===== src/rtl/uart_tx_sched.sv =====
// rtl/uart_tx_sched.sv - two-requester round-robin frame scheduler for a UART transmitter
module uart_tx_sched #(
  parameter int START_TMO  = 16,
  parameter int GAP_CYCLES = 0
) (
  input  logic       clk,
  input  logic       rstn,
  input  logic       req0_valid,
  input  logic [7:0] req0_data,
  output logic       req0_ready,
  input  logic       req1_valid,
  input  logic [7:0] req1_data,
  output logic       req1_ready,
  output logic       done0,
  output logic       done1,
  output logic       tmo_err,
  output logic       tx_en,
  output logic [7:0] tx_dfifo,
  input  logic       tx_busy,
  output logic       grant
);

  // One shared counter serves both the start timeout and the inter-frame gap.
  localparam int CNT_MAX = (START_TMO > GAP_CYCLES) ? START_TMO : GAP_CYCLES;
  localparam int CW      = (CNT_MAX < 2) ? 1 : $clog2(CNT_MAX + 1);
  localparam logic [CW-1:0] TMO_LAST = CW'((START_TMO > 0) ? START_TMO - 1 : 0);
  localparam logic [CW-1:0] GAP_LAST = CW'((GAP_CYCLES > 0) ? GAP_CYCLES - 1 : 0);
  localparam logic [CW-1:0] CNT_SAT  = {CW{1'b1}};

  typedef enum logic [1:0] {
    IDLE      = 2'd0,
    WAIT_BUSY = 2'd1,
    WAIT_DONE = 2'd2,
    GAP       = 2'd3
  } state_t;

  // With no gap configured a finished frame returns straight to IDLE.
  localparam state_t AFTER_FRAME = (GAP_CYCLES == 0) ? IDLE : GAP;

  state_t        state, state_nxt;
  logic [CW-1:0] cnt, cnt_nxt, cnt_inc;
  logic [1:0]    full;
  logic [7:0]    buf0, buf1;
  logic          last, last_nxt;
  logic          pick;
  logic          grant_nxt;
  logic          tx_en_nxt;
  logic [7:0]    data_nxt;
  logic [1:0]    done_nxt;
  logic          tmo_nxt;

  assign req0_ready = ~full[0];
  assign req1_ready = ~full[1];

  // Holding buffers: load when empty and offered, empty on the frame-finished edge.
  always_ff @(posedge clk or negedge rstn) begin
    if (!rstn) begin
      full <= 2'b00;
      buf0 <= 8'h00;
      buf1 <= 8'h00;
    end else begin
      if (req0_valid && !full[0]) begin
        full[0] <= 1'b1;
        buf0    <= req0_data;
      end else if (done_nxt[0]) begin
        full[0] <= 1'b0;
      end
      if (req1_valid && !full[1]) begin
        full[1] <= 1'b1;
        buf1    <= req1_data;
      end else if (done_nxt[1]) begin
        full[1] <= 1'b0;
      end
    end
  end

  // Round-robin choice: on a tie the requester not served last wins.
  always_comb begin
    pick = 1'b0;
    if (full == 2'b11) pick = ~last;
    else               pick = full[1];
  end

  // Next-state and next-output decode for the frame sequencer.
  always_comb begin
    state_nxt = state;
    cnt_nxt   = cnt;
    cnt_inc   = (cnt == CNT_SAT) ? cnt : cnt + CW'(1);
    grant_nxt = grant;
    last_nxt  = last;
    data_nxt  = tx_dfifo;
    tx_en_nxt = 1'b0;
    done_nxt  = 2'b00;
    tmo_nxt   = 1'b0;
    case (state)
      IDLE: begin
        if ((full != 2'b00) && !tx_busy) begin
          grant_nxt = pick;
          data_nxt  = pick ? buf1 : buf0;
          tx_en_nxt = 1'b1;
          cnt_nxt   = '0;
          state_nxt = WAIT_BUSY;
        end
      end
      WAIT_BUSY: begin
        if (tx_busy) begin
          state_nxt = WAIT_DONE;
        end else if (cnt == TMO_LAST) begin
          tmo_nxt   = 1'b1;
          done_nxt  = grant ? 2'b10 : 2'b01;
          cnt_nxt   = '0;
          state_nxt = AFTER_FRAME;
        end else begin
          cnt_nxt = cnt_inc;
        end
      end
      WAIT_DONE: begin
        if (!tx_busy) begin
          done_nxt  = grant ? 2'b10 : 2'b01;
          last_nxt  = grant;
          cnt_nxt   = '0;
          state_nxt = AFTER_FRAME;
        end
      end
      GAP: begin
        if (cnt == GAP_LAST) state_nxt = IDLE;
        else                 cnt_nxt   = cnt_inc;
      end
      default: state_nxt = IDLE;
    endcase
  end

  // Sequencer state and shared counter.
  always_ff @(posedge clk or negedge rstn) begin
    if (!rstn) begin
      state <= IDLE;
      cnt   <= '0;
    end else begin
      state <= state_nxt;
      cnt   <= cnt_nxt;
    end
  end

  // Registered outputs; grant and last start at 1 so requester 0 wins the first tie.
  always_ff @(posedge clk or negedge rstn) begin
    if (!rstn) begin
      tx_en    <= 1'b0;
      tx_dfifo <= 8'h00;
      grant    <= 1'b1;
      last     <= 1'b1;
      done0    <= 1'b0;
      done1    <= 1'b0;
      tmo_err  <= 1'b0;
    end else begin
      tx_en    <= tx_en_nxt;
      tx_dfifo <= data_nxt;
      grant    <= grant_nxt;
      last     <= last_nxt;
      done0    <= done_nxt[0];
      done1    <= done_nxt[1];
      tmo_err  <= tmo_nxt;
    end
  end

endmodule


===== config.mk =====
export PLATFORM = sky130hd
export DESIGN_NAME = uart_tx_sched
export DESIGN_NICKNAME = d
export VERILOG_FILES = /design/src/rtl/uart_tx_sched.sv
export SDC_FILE = /design/constraint.sdc
export NUM_CORES = 1
export LEC_CHECK = 0
export ABC_CLOCK_PERIOD_IN_PS = 1800
export BUFFER_PORTS_ARGS = -buffer_cell sky130_fd_sc_hd__buf_2
export CAP_MARGIN = 20
export CORE_ASPECT_RATIO = 0.6
export CORE_MARGIN = 5
export CORE_UTILIZATION = 25
export CTS_CLUSTER_SIZE = 8
export DETAILED_ROUTE_END_ITERATION = 10
export GPL_TIMING_DRIVEN = 0
export SETUP_SLACK_MARGIN = 0.05
export SYNTH_ARGS = -nofsm -noshare
export SYNTH_HDL_FRONTEND = slang
export SYNTH_SLANG_ARGS = --single-unit
export TNS_END_PERCENT = 50

===== constraint.sdc =====
create_clock -name clk -period 1.8 [get_ports clk]
set_input_delay 0.18 -clock clk [delete_from_list [all_inputs] [get_ports clk]]
set_output_delay 0.18 -clock clk [all_outputs]
set_load 0.02 [all_outputs]

## After elaboration in Yosys (flattened, before gate mapping)

Index checks and enable logic that the tools add are counted.

- Register bits after elaboration: 39
- Output and inout port bits: 15
- Logic and storage cells: 74

- Add/subtract/negate cells: 1
- Eq/ne operators: 12
- Multiplexer cells: 29
- Bitwise operators: 4
- Reduce and logical (&&, ||, !) cells: 15

Operators by type and width:

| operator | number |
|---|---|
| 5-bit 2-to-1 mux | 6 |
| 5-bit one-hot mux with 4 select lines | 1 |
| 2-bit 2-to-1 mux | 9 |
| 1-bit 2-to-1 mux | 10 |
| 2-bit inequality test (second input constant) | 5 |
| 8-bit 2-to-1 mux | 1 |
| 2-bit one-hot mux with 4 select lines | 1 |
| 4-bit AND reduction | 2 |
| 2-bit equality test (second input constant) | 3 |
| 2-bit nonzero test | 3 |
| 5-bit by 1-bit adder with 5-bit output (second input constant) | 1 |
| 5-bit by 4-bit equality test with 1-bit output (second input constant) | 1 |
| 5-bit equality test (second input constant) | 1 |
| 5-bit logical NOT | 1 |
| 1-bit NOT | 4 |
| 2-bit one-hot mux with 2 select lines | 1 |
| 2-bit AND reduction | 2 |
| 1-bit logical AND | 3 |
| 1-bit logical NOT | 3 |
| 3-bit inequality test (second input constant) | 1 |
| 2-bit by 1-bit equality test with 1-bit output (second input constant) | 1 |
| 2-bit logical NOT | 1 |

## Depth between registers and ports, before layout

Gate-level depths: netlist of run 1.

- Depth after elaboration: 6
- Depth in mapped cells: 6
- Mapped depth without buffers: 6

## Worst setup path before layout of run 1

No wires, ideal clock.

- Path kind: reg-to-reg
- Start: reg cnt[0]
- End: reg cnt[0]
- Library setup time: 0.125 ns
- Arrival time: 1.378 ns
- Required time: 1.675 ns
- Setup slack: 0.297 ns
- Stages on the path, launching flop included: 6
- Path buffers: 0
- Period minus slack after synthesis: 1.503 ns
- Cell sequence: dfrtp_1 > ha_1 > and3_1 > a22oi_1 > o21ai_1 > mux2_2

- Word-level cells in the longest chain between the ends: 5
- Elaborated cells on any way between the ends: 11

Ends and longest elaborated chain:

| what | RTL line | source |
|---|---|---|
| from (decl) | 41 | `logic [CW-1:0] cnt, cnt_nxt, cnt_inc;` |
| from (signal assigned) | 140 | `cnt <= cnt_nxt;` |
| 5-bit by 1-bit adder with 5-bit output or 5-bit equality test (tied branches) | 88 | `cnt_inc = (cnt == CNT_SAT) ? cnt : cnt + CW'(1);` |
| 5-bit 2-to-1 mux | 88 |  |
| 5-bit 2-to-1 mux | 108 | `end else if (cnt == TMO_LAST) begin` |
| 5-bit 2-to-1 mux | 106 | `if (tx_busy) begin` |
| 5-bit one-hot mux with 4 select lines | 95 | `case (state)` |

Parallel ways exist; a longest one is shown, timed or not. The select of a mux whose other input is x is not followed.
A chain may end at the register's enable or synchronous reset.

## Worst setup path in the final report of run 1

- Start: reg state[0]
- End: reg cnt[0]

- Word-level cells in the longest chain between the ends: 3
- Elaborated cells on any way between the ends: 10

Ends and longest elaborated chain:

| what | RTL line | source |
|---|---|---|
| from (decl) | 40 | `state_t state, state_nxt;` |
| from (signal assigned) | 139 | `state <= state_nxt;` |
| 2-bit equality test, or another cell as far along | 95 |  |
| 2-bit inequality test (no line) | - |  |
| 4-bit AND reduction (no line) | - |  |

Parallel ways exist; a longest one is shown, timed or not.

==> metrics, run 1 <==
drt wl/cell=approximately 14 um; share of post-route cells with drive strength above 1=0.418; initial core utilization=0.255; WL met1=2050 um; crit share post-route=0.960; first-pass GRT wire length=6550 um; CP Launch Type=flip-flop; vias per inst=4.41; Worst Path Max Fanout=4; Worst Clk Skew=roughly 0.0053 ns; Internal Dissipation=around 0.0029 W; cts repair resizes=1; clock power share=0.255; buffers plus inverters on the worst setup path=1; # DRC=0; grt ovf=0; area leader, netlist=dfrtp_1; Pleak=1.14 nW; Worst setup EP type=flip-flop; DP Worst Slack=roughly 0.053 ns; slew margin rel.=0.409; met2 WL=~1700 um; Netlist cell types=35; CTS H-tree depth=2; RSZ-0062 raised after global routing=yes; async set-or-reset flop fraction in the synthesized netlist=1.00; post-DP HPWL=a little under 3000 um; row count=24; setup ws final=0.0728 ns; Nets=approximately 220; Synth Warn #=0; synth top area cells=dfrtp_1, mux2_2, mux2i_1; Post-synth EDFFs=0; Worst EP required=1.96 ns; core area=roughly 7000 um2; setup bufs post-CTS=0; CTS Buf Count=5; initial antenna violation count=0; Sw Share=0.346; reg2reg end=cnt[0]; Hold Crit Class=input port to asynchronous set/reset pin; Post-Syn Area=between 1500 and 2000 um2; Clock Sinks=39; 1st-iter DRT viols=between 40 and 50; CTS tree=done; die area=around 9200 um2; NetSw=~0.0015 W; met3 wire length=between 150 and 200 um; final setup TNS=0 ns; Main synth FF type=dfrtp_1; Syn Inst Count=about 150; via count=1235; critical path depth=6; Final Hold Fails=0; PwrDens=approximately 1900 nW/um2; root buffer cell=clkbuf_16; Routed Antenna Nets=0; Seq/Total Area, Yosys=0.533; IO Count=36; Fmax=just under 600 MHz; Ant. Diodes=0; Critical Path AT=~1.9 ns; chip height=76.4 um; post-synth top area share=0.504; Worst setup endpoint=cnt[0]; internal reg-to-reg setup slack=approximately 0.073 ns; crit path cell chain=inv_1 -> ha_1 -> o21a_1 -> a21oi_1 -> o21ai_1 -> mux2_2; status=complete, no violations; Worst R2R Start=state[0]; vias in the first global route=1274; crit path kind=flip-flop to flip-flop; clock latency on the worst-skew pair=between 0.2 and 0.3 ns; critical path startpoint=state[0]; Yosys reg bits=39; cts hold-fix bufs=0; port bufs=35; Tmin final=1.73 ns; Area growth, synth to finish=27.5%; Slowest cell on crit path=dfrtp_1; Worst-path clk slew=around 0.06 ns; measured slew at the worst slew-check pin=around 0.9 ns; top layer in use=met4; DRT Pass-1 Iters=4; Max VDD drop=roughly 540 uV; GRT Total Usage=0.0888; post-synth net total=approximately 170; syn avg cell area=about 13 um2; WL final=between 3000 and 4000 um; combinational share of power=0.397; Reg2Reg Depth=6; setup violators final=0; Clock Tree Buf Depth=2; die outline width=approximately 120 um; family with the most delay on the worst path=compound AO/OA/AOI/OAI gates; largest net degree at the start of global routing=40; Placer Congestion=just under 0.7; Max stage delay on crit path=roughly 0.4 ns; Max-cap violations=0; Final Max Slew Viols=0; Flop pwr share=0.348
[worst min-delay path by stage]
stage	startpoint	endpoint	cells after the start
2_1_floorplan	rstn	buf0[0]	0
3_3_place_gp	rstn	tx_dfifo[5]	1
3_5_place_dp	rstn	tx_dfifo[6]	1
4_1_cts	rstn	tx_dfifo[5]	1
5_1_grt	rstn	tx_dfifo[5]	1
6_report	rstn	tx_dfifo[5]	1
[cell usage in the layout (no fill, tap or decap), types with 2 or more instances in the layout]
| cell | synthesis | final |
|---|---|---|
| nand2_1 | 11 | 11 |
| a21o_1 | 3 | 3 |
| o21ai_0 | 7 | 7 |
| mux2_2 | 19 | 19 |
| inv_1 | 12 | 12 |
| clkbuf_16 | 0 | 5 |
| bufinv_16 | 0 | 2 |
| o21ai_1 | 3 | 3 |
| ha_2 | 0 | 2 |
| o211ai_2 | 3 | 2 |
| ha_1 | 7 | 5 |
| a21oi_1 | 4 | 4 |
| a22oi_1 | 2 | 2 |
| nand3_1 | 3 | 3 |
| and3_1 | 2 | 2 |
| dfstp_2 | 2 | 2 |
| buf_2 | 2 | 37 |
| nor2b_1 | 2 | 2 |
| dfrtp_1 | 37 | 37 |
| mux2i_1 | 9 | 9 |
[layout make-up]
cell class,instances,area (um2)
clock inverter,2,60.1
inverter,12,45.0
fill,728,4870
buffer,3,15.0
clock buffer,6,129
tap,91,114
multi-input combinational,92,825
sequential,39,978
timing repair buffer,35,175
[flip-flops by register name, indices dropped and copies added, names as in the netlist]
register	cells
last	1
done1	1
buf0	8
done0	1
state	2
tx_en	1
buf1	8
full	2
tx_dfifo	8
cnt	5
grant	1
tmo_err	1
[cell usage after synthesis (all sizes together) (2+ instances only)]
master / count
a21o: 3
dfstp: 2
inv: 12
nand2: 11
mux2: 20
a21oi: 5
buf: 2
a22oi: 2
o21ai: 10
ha: 7
nand3: 3
dfrtp: 37
mux2i: 9
o211ai: 3
nor2b: 2
and3: 3
[logic make-up after synthesis]
group | after synthesis | share of synthesized area
AO/OA/AOI/OAI | 30 | 0.126
adder cells (fa/ha/maj) | 7 | 0.0477
buffers and inverters | 15 | 0.0320
flip-flops | 39 | 0.533
multiplexers | 29 | 0.174
AND/OR/NAND/NOR | 26 | 0.0879
[worst reg2reg max path: stages, from the launching register on]
cell and delay, ns:
dfrtp_1 0.40, inv_1 0.11, ha_1 0.25, o21a_1 0.22
a21oi_1 0.21, o21ai_1 0.13, mux2_2 0.29
[metal layers]
metal  GRT usage  vias to the layer above
met3      0.0326                        2
li1            -                      599
met2       0.125                       24
met5           0                        -
met4      0.0204                        0
met1       0.129                      610
[power by group through the flow]
stage / combinational [W] / clock (W) / sequential (W)
2_1_floorplan: 0.00116 / 0 / 0.00162
3_3_place_gp: 0.00166 / 0 / 0.00154
3_5_place_dp: 0.00171 / 0 / 0.00156
4_1_cts: 0.00173 / 0.00115 / 0.00154
5_1_grt: 0.00194 / 0.00121 / 0.00160
6_report: 0.00177 / 0.00114 / 0.00155
[through the flow]
step,cells,cell area (um2),hold slack (ns),util,total power [W]
after global routing,280,2340,0.110,0.325,0.00475
after global placement,272,2130,0.352,0.295,0.00320
after detailed placement,272,2130,0.350,0.295,0.00327
after CTS,280,2320,0.0522,0.321,0.00442
after floorplan,146,1840,-0.116,-,0.00279
final,280,2340,0.0264,0.325,0.00445
Power figures use the tool's default switching activity.
==> inputs of run 2 (changes only) <==
PLACE_DENSITY = 0.42   (was unset)
==> run 2 against run 1 <==
Utilization decreased by 0.31 points. Clock power about the same. Critical endpoint unchanged. Highest routed layer unchanged. Largest power group unchanged. Clock skew decreased by 0.0020 ns. Wire length increased by 1.1%. First-iteration DRC count increased by 22%. Via count decreased by 0.40%. Design area decreased by 0.96%. Maximum frequency increased by 2.3%. Setup slack improved by 0.038 ns. Clock-buffer cell count unchanged.
==> metrics, run 2 (same netlist as run 1, synthesis figures left out) <==
status=complete, no violations; cts hold-fix bufs=0; clock latency on the worst-skew pair=0.28 ns; setup violators final=0; Fill cells=720; slew margin rel.=0.372; WL final=approximately 4000 um; initial antenna violation count=0; setup ws final=0.111 ns; Placer Congestion=~0.77; Area growth, synth to finish=26.2%; Final Hold Fails=0; 1st-iter DRT viols=50; die area=between 9000 and 10000 um2; setup bufs post-CTS=0; most frequent cells in the layout=buf_2, dfrtp_1, mux2_2, inv_1, nand2_1; Critical Path AT=1.85 ns; Worst Clk Skew=0.00335 ns; area of the multi-input gates=between 800 and 900 um2; port bufs=35; Max stage delay on crit path=about 0.43 ns; Final Instance Area=2320 um2; Worst setup EP type=flip-flop; final hold slack=~0.043 ns; Final Non-Filler Cells=280; Worst Path Max Fanout=5; internal reg-to-reg setup slack=about 0.11 ns; vias in the first global route=1279; Max VDD drop=~530 uV; via count=between 1000 and 1500; Slowest cell on crit path=dfrtp_1; Worst-path clk slew=0.06 ns; crit path cell chain=ha_1 -> and3_1 -> a22oi_1 -> o21ai_1 -> mux2_2; critical path startpoint=cnt[0]; DP Worst Slack=0.0800 ns; PwrDens=around 1900 nW/um2; grt ovf=0; Nets=between 200 and 250; CTS H-tree depth=2; DRT Pass-1 Iters=4; Tmin final=between 1.5 and 2 ns; largest net degree at the start of global routing=40; row count=24; # DRC=0; Fmax=around 590 MHz; Worst R2R Start=cnt[0]; most common cell after layout, fill and taps aside=buf_2; die outline width=about 120 um; share of post-route cells with drive strength above 1=0.413; crit share post-route=0.938; Hold Crit Class=input port to asynchronous set/reset pin; Clock Sinks=39; RSZ-0062 raised after global routing=yes; vias per inst=approximately 4.4; post-DP HPWL=2920 um; CTS tree=done; core area=between 7000 and 8000 um2; IO Count=36; Final Max Slew Viols=0; Routed Antenna Nets=0; measured slew at the worst slew-check pin=about 0.94 ns; biggest regs=buf0: 8 flops, buf1: 8 flops, tx_dfifo: 8 flops; chip height=between 70 and 80 um; Storage cell area=between 900 and 1000 um2; root buffer cell=clkbuf_16; final setup TNS=0 ns; Clock Tree Buf Depth=2; CP Launch Type=flip-flop; initial core utilization=0.255; GRT Total Usage=0.0952; Ant. Diodes=0; CTS Buf Count=5; Worst EP required=between 1.5 and 2 ns; Max-cap violations=0; Inst Count DP=272; crit path kind=flip-flop to flip-flop; first-pass GRT wire length=slightly below 7000 um; DP Area=~2100 um2; drt wl/cell=~14 um; Pleak=1.14 nW
run 2: worst max-delay path, delay by kind of cell (launching register included):
family                   cells  cell delay (ns)
adder cells (fa/ha/maj)      1             0.28
multiplexers                 1             0.28
flip-flops                   1             0.43
AND/OR/NAND/NOR              1             0.24
AO/OA/AOI/OAI                2             0.34
run 2: power breakdown:
part           leakage (nW)  switching [W]  total [W]  internal [W]
combinational         0.570       0.000881    0.00169      0.000814
sequential            0.477       0.000261    0.00153       0.00127
clock                0.0911       0.000343    0.00114      0.000795
total                  1.14        0.00149    0.00437       0.00288
run 2: worst paths after layout:
| path | endpoint | depth (start not counted) |
|---|---|---|
| max | cnt[0] | 5 |
| min | cnt[3] | 1 |
| max reg2reg | cnt[0] | 5 |
| min reg2reg | tx_dfifo[7] | 2 |
| max in group asynchronous | full[0] | 1 |
| min in group clk | buf0[5] | 2 |
run 2: repair_timing:
action	in CTS	in global routing
gates resized for setup	0	4
endpoints found under the hold margin	0	0
endpoints found under the setup margin	0	14
run 2: area by class of cell:
| type | instances | area share |
|---|---|---|
| plain buffers | 3 | 0.00648 |
| clock buffers | 6 | 0.0556 |
| clock inverters | 2 | 0.0259 |
| inverters | 12 | 0.0194 |
| multi-input cells | 92 | 0.346 |
| flip-flops and latches | 39 | 0.422 |
| well taps | 91 | 0.0491 |
| repair buffers | 35 | 0.0756 |
run 2: per-stage QoR:
step,utilization,power (W)
2_1_floorplan,-,0.00279
3_3_place_gp,0.295,0.00326
3_5_place_dp,0.295,0.00325
4_1_cts,0.321,0.00443
5_1_grt,0.322,0.00468
6_report,0.322,0.00437
run 2: layer usage:
layer	up-vias	GRT usage	routed length [um]
met2	26	0.124	1560
met5	-	0	0
li1	605	-	-
met1	594	0.142	2180
met3	5	0.0319	200
met4	0	0.0373	49
==> inputs of run 3 (changes only) <==
ABC_AREA = 0   (was unset)
BUFFER_PORTS_ARGS = -buffer_cell sky130_fd_sc_hd__clkbuf_2   (was -buffer_cell sky130_fd_sc_hd__buf_2)
==> run 3 against run 2 <==
Maximum frequency shrank 0.27%. Total power grew 1.2%. Utilization grew 0.69 points. Design area grew 2.2%. Non-clock buffer count grew 2. Global-route usage shrank 0.13 points. Critical path depth grew 1. Wire length shrank 1.2%. Critical path type unchanged. Largest cell class unchanged.
==> metrics, run 3 (same netlist as run 1, synthesis figures left out) <==
CTS H-tree depth=2; Final Hold Fails=0; initial core utilization=0.255; CTS Buf Count=5; initial antenna violation count=0; Tmin final=1.69 ns; port bufs=35; NetSw=between 0.0015 and 0.002 W; biggest regs=buf0: 8 flops, buf1: 8 flops, tx_dfifo: 8 flops; Max stage delay on crit path=about 0.42 ns; 1st-iter DRT viols=100; Critical Path AT=between 1.5 and 2 ns; crit path cell chain=inv_1 -> ha_1 -> nor4b_4 -> nand2b_1 -> nand3_1 -> mux2_4; WL final=3950 um; IO Count=36; Nets=between 200 and 250; Clock Tree Buf Depth=2; row count=24; CTS tree=done; Placer Congestion=about 0.76; share of post-route cells with drive strength above 1=0.414; chip height=76.4 um; Flop pwr share=0.349; Pleak=about 1.2 nW; Sw Share=0.342; setup ws final=0.107 ns; die area=around 9000 um2; vias in the first global route=approximately 1300; measured slew at the worst slew-check pin=0.447 ns; Final Max Slew Viols=0; Area growth, synth to finish=29.0%; Max-cap violations=0; slew margin rel.=0.701; RSZ-0062 raised after global routing=yes; root buffer cell=clkbuf_16; family with the most delay on the worst path=simple AND/OR/NAND/NOR gates; grt ovf=0; via count=between 1000 and 1500; clock power share=0.257; buffers plus inverters on the worst setup path=1; Worst EP required=1.96 ns; # DRC=0; DP Worst Slack=0.0775 ns; CP Launch Type=flip-flop; setup violators final=0; PwrDens=around 1900 nW/um2; first-pass GRT wire length=between 6000 and 7000 um; clock latency on the worst-skew pair=about 0.28 ns; Worst Path Max Fanout=4; Clock Sinks=39; drt wl/cell=roughly 14 um; Max VDD drop=between 400 and 500 uV; crit share post-route=0.941; total power=between 0.004 and 0.005 W; vias per inst=around 4.4; Worst setup EP type=flip-flop; Hold Crit Class=input port to flip-flop; Fmax=slightly below 600 MHz; core area=7210 um2; DP Area=2130 um2; Final Instance Area=2370 um2; status=complete, no violations; most common cell after layout, fill and taps aside=dfrtp_1; combinational share of power=0.394; Worst Clk Skew=about 0.0042 ns; post-DP HPWL=a little under 3000 um; most frequent cells in the layout=dfrtp_1, clkbuf_2, mux2_2, inv_1, nand2_1; Ant. Diodes=0; setup bufs post-CTS=0; DRT Pass-1 Iters=4; GRT Total Usage=0.0940; die outline width=~120 um; largest net degree at the start of global routing=40; Internal Dissipation=about 0.0029 W; Slowest cell on crit path=dfrtp_1; Worst-path clk slew=0.06 ns; Fill cells=roughly 740; crit path kind=flip-flop to flip-flop; Routed Antenna Nets=0
-- run 3: through the flow --
step / setup TNS (ns) / hold WS [ns] / util / instances
floorplan: 0 / -0.116 / - / 146
finish: 0 / 0.129 / 0.329 / 282
detailed placement: 0 / 0.416 / 0.295 / 272
global placement: 0 / 0.415 / 0.295 / 272
CTS: 0 / 0.112 / 0.321 / 280
global route: -0.0205 / 0.122 / 0.329 / 282
-- run 3: power groups by stage --
| stage | sequential (W) | combinational [W] | clock [W] |
|---|---|---|---|
| final | 0.00154 | 0.00174 | 0.00113 |
| after global routing | 0.00160 | 0.00194 | 0.00121 |
| after CTS | 0.00154 | 0.00171 | 0.00117 |
| after detailed placement | 0.00156 | 0.00170 | 0 |
| after global placement | 0.00156 | 0.00170 | 0 |
| after floorplan | 0.00162 | 0.00116 | 0 |
-- run 3: path summary, 6_finish.rpt --
check | startpoint | endpoint | slack [ns] | depth (start not counted)
setup / recovery | cnt[0] | state[0] | 0.11 | 6
hold / removal | req1_data[0] | buf1[0] | 0.13 | 2
setup reg to reg | cnt[0] | state[0] | 0.11 | 6
hold reg to reg | tx_dfifo[2] | tx_dfifo[2] | 0.48 | 2
max in group asynchronous | rstn | last | 1.01 | 3
min in group asynchronous | rstn | buf1[4] | 0.29 | 2
-- run 3: area by class of cell --
| cell class | count | area (um2) | share of cell area |
|---|---|---|---|
| flip-flops and latches | 39 | 978 | 0.413 |
| repair buffers | 37 | 205 | 0.0866 |
| well taps | 91 | 114 | 0.0481 |
| plain buffers | 3 | 15.0 | 0.00634 |
| multi-input cells | 92 | 822 | 0.347 |
| clock inverters | 2 | 60.1 | 0.0254 |
| inverters | 12 | 45.0 | 0.0190 |
| clock buffers | 6 | 129 | 0.0544 |
-- run 3: what timing repair did --
| item | in CTS | in global routing |
|---|---|---|
| setup endpoints to repair | 0 | 13 |
| resized for setup | 0 | 6 |
| hold buffers | 0 | 1 |
| hold endpoints to repair | 0 | 6 |
-- run 3: per-layer routing --
layer,global-route usage,vias to the layer above,part of all wire
met5,0,-,0
met4,0.0373,0,0.016
met3,0.0267,7,0.042
met2,0.126,22,0.39
met1,0.140,595,0.56
li1,-,611,-
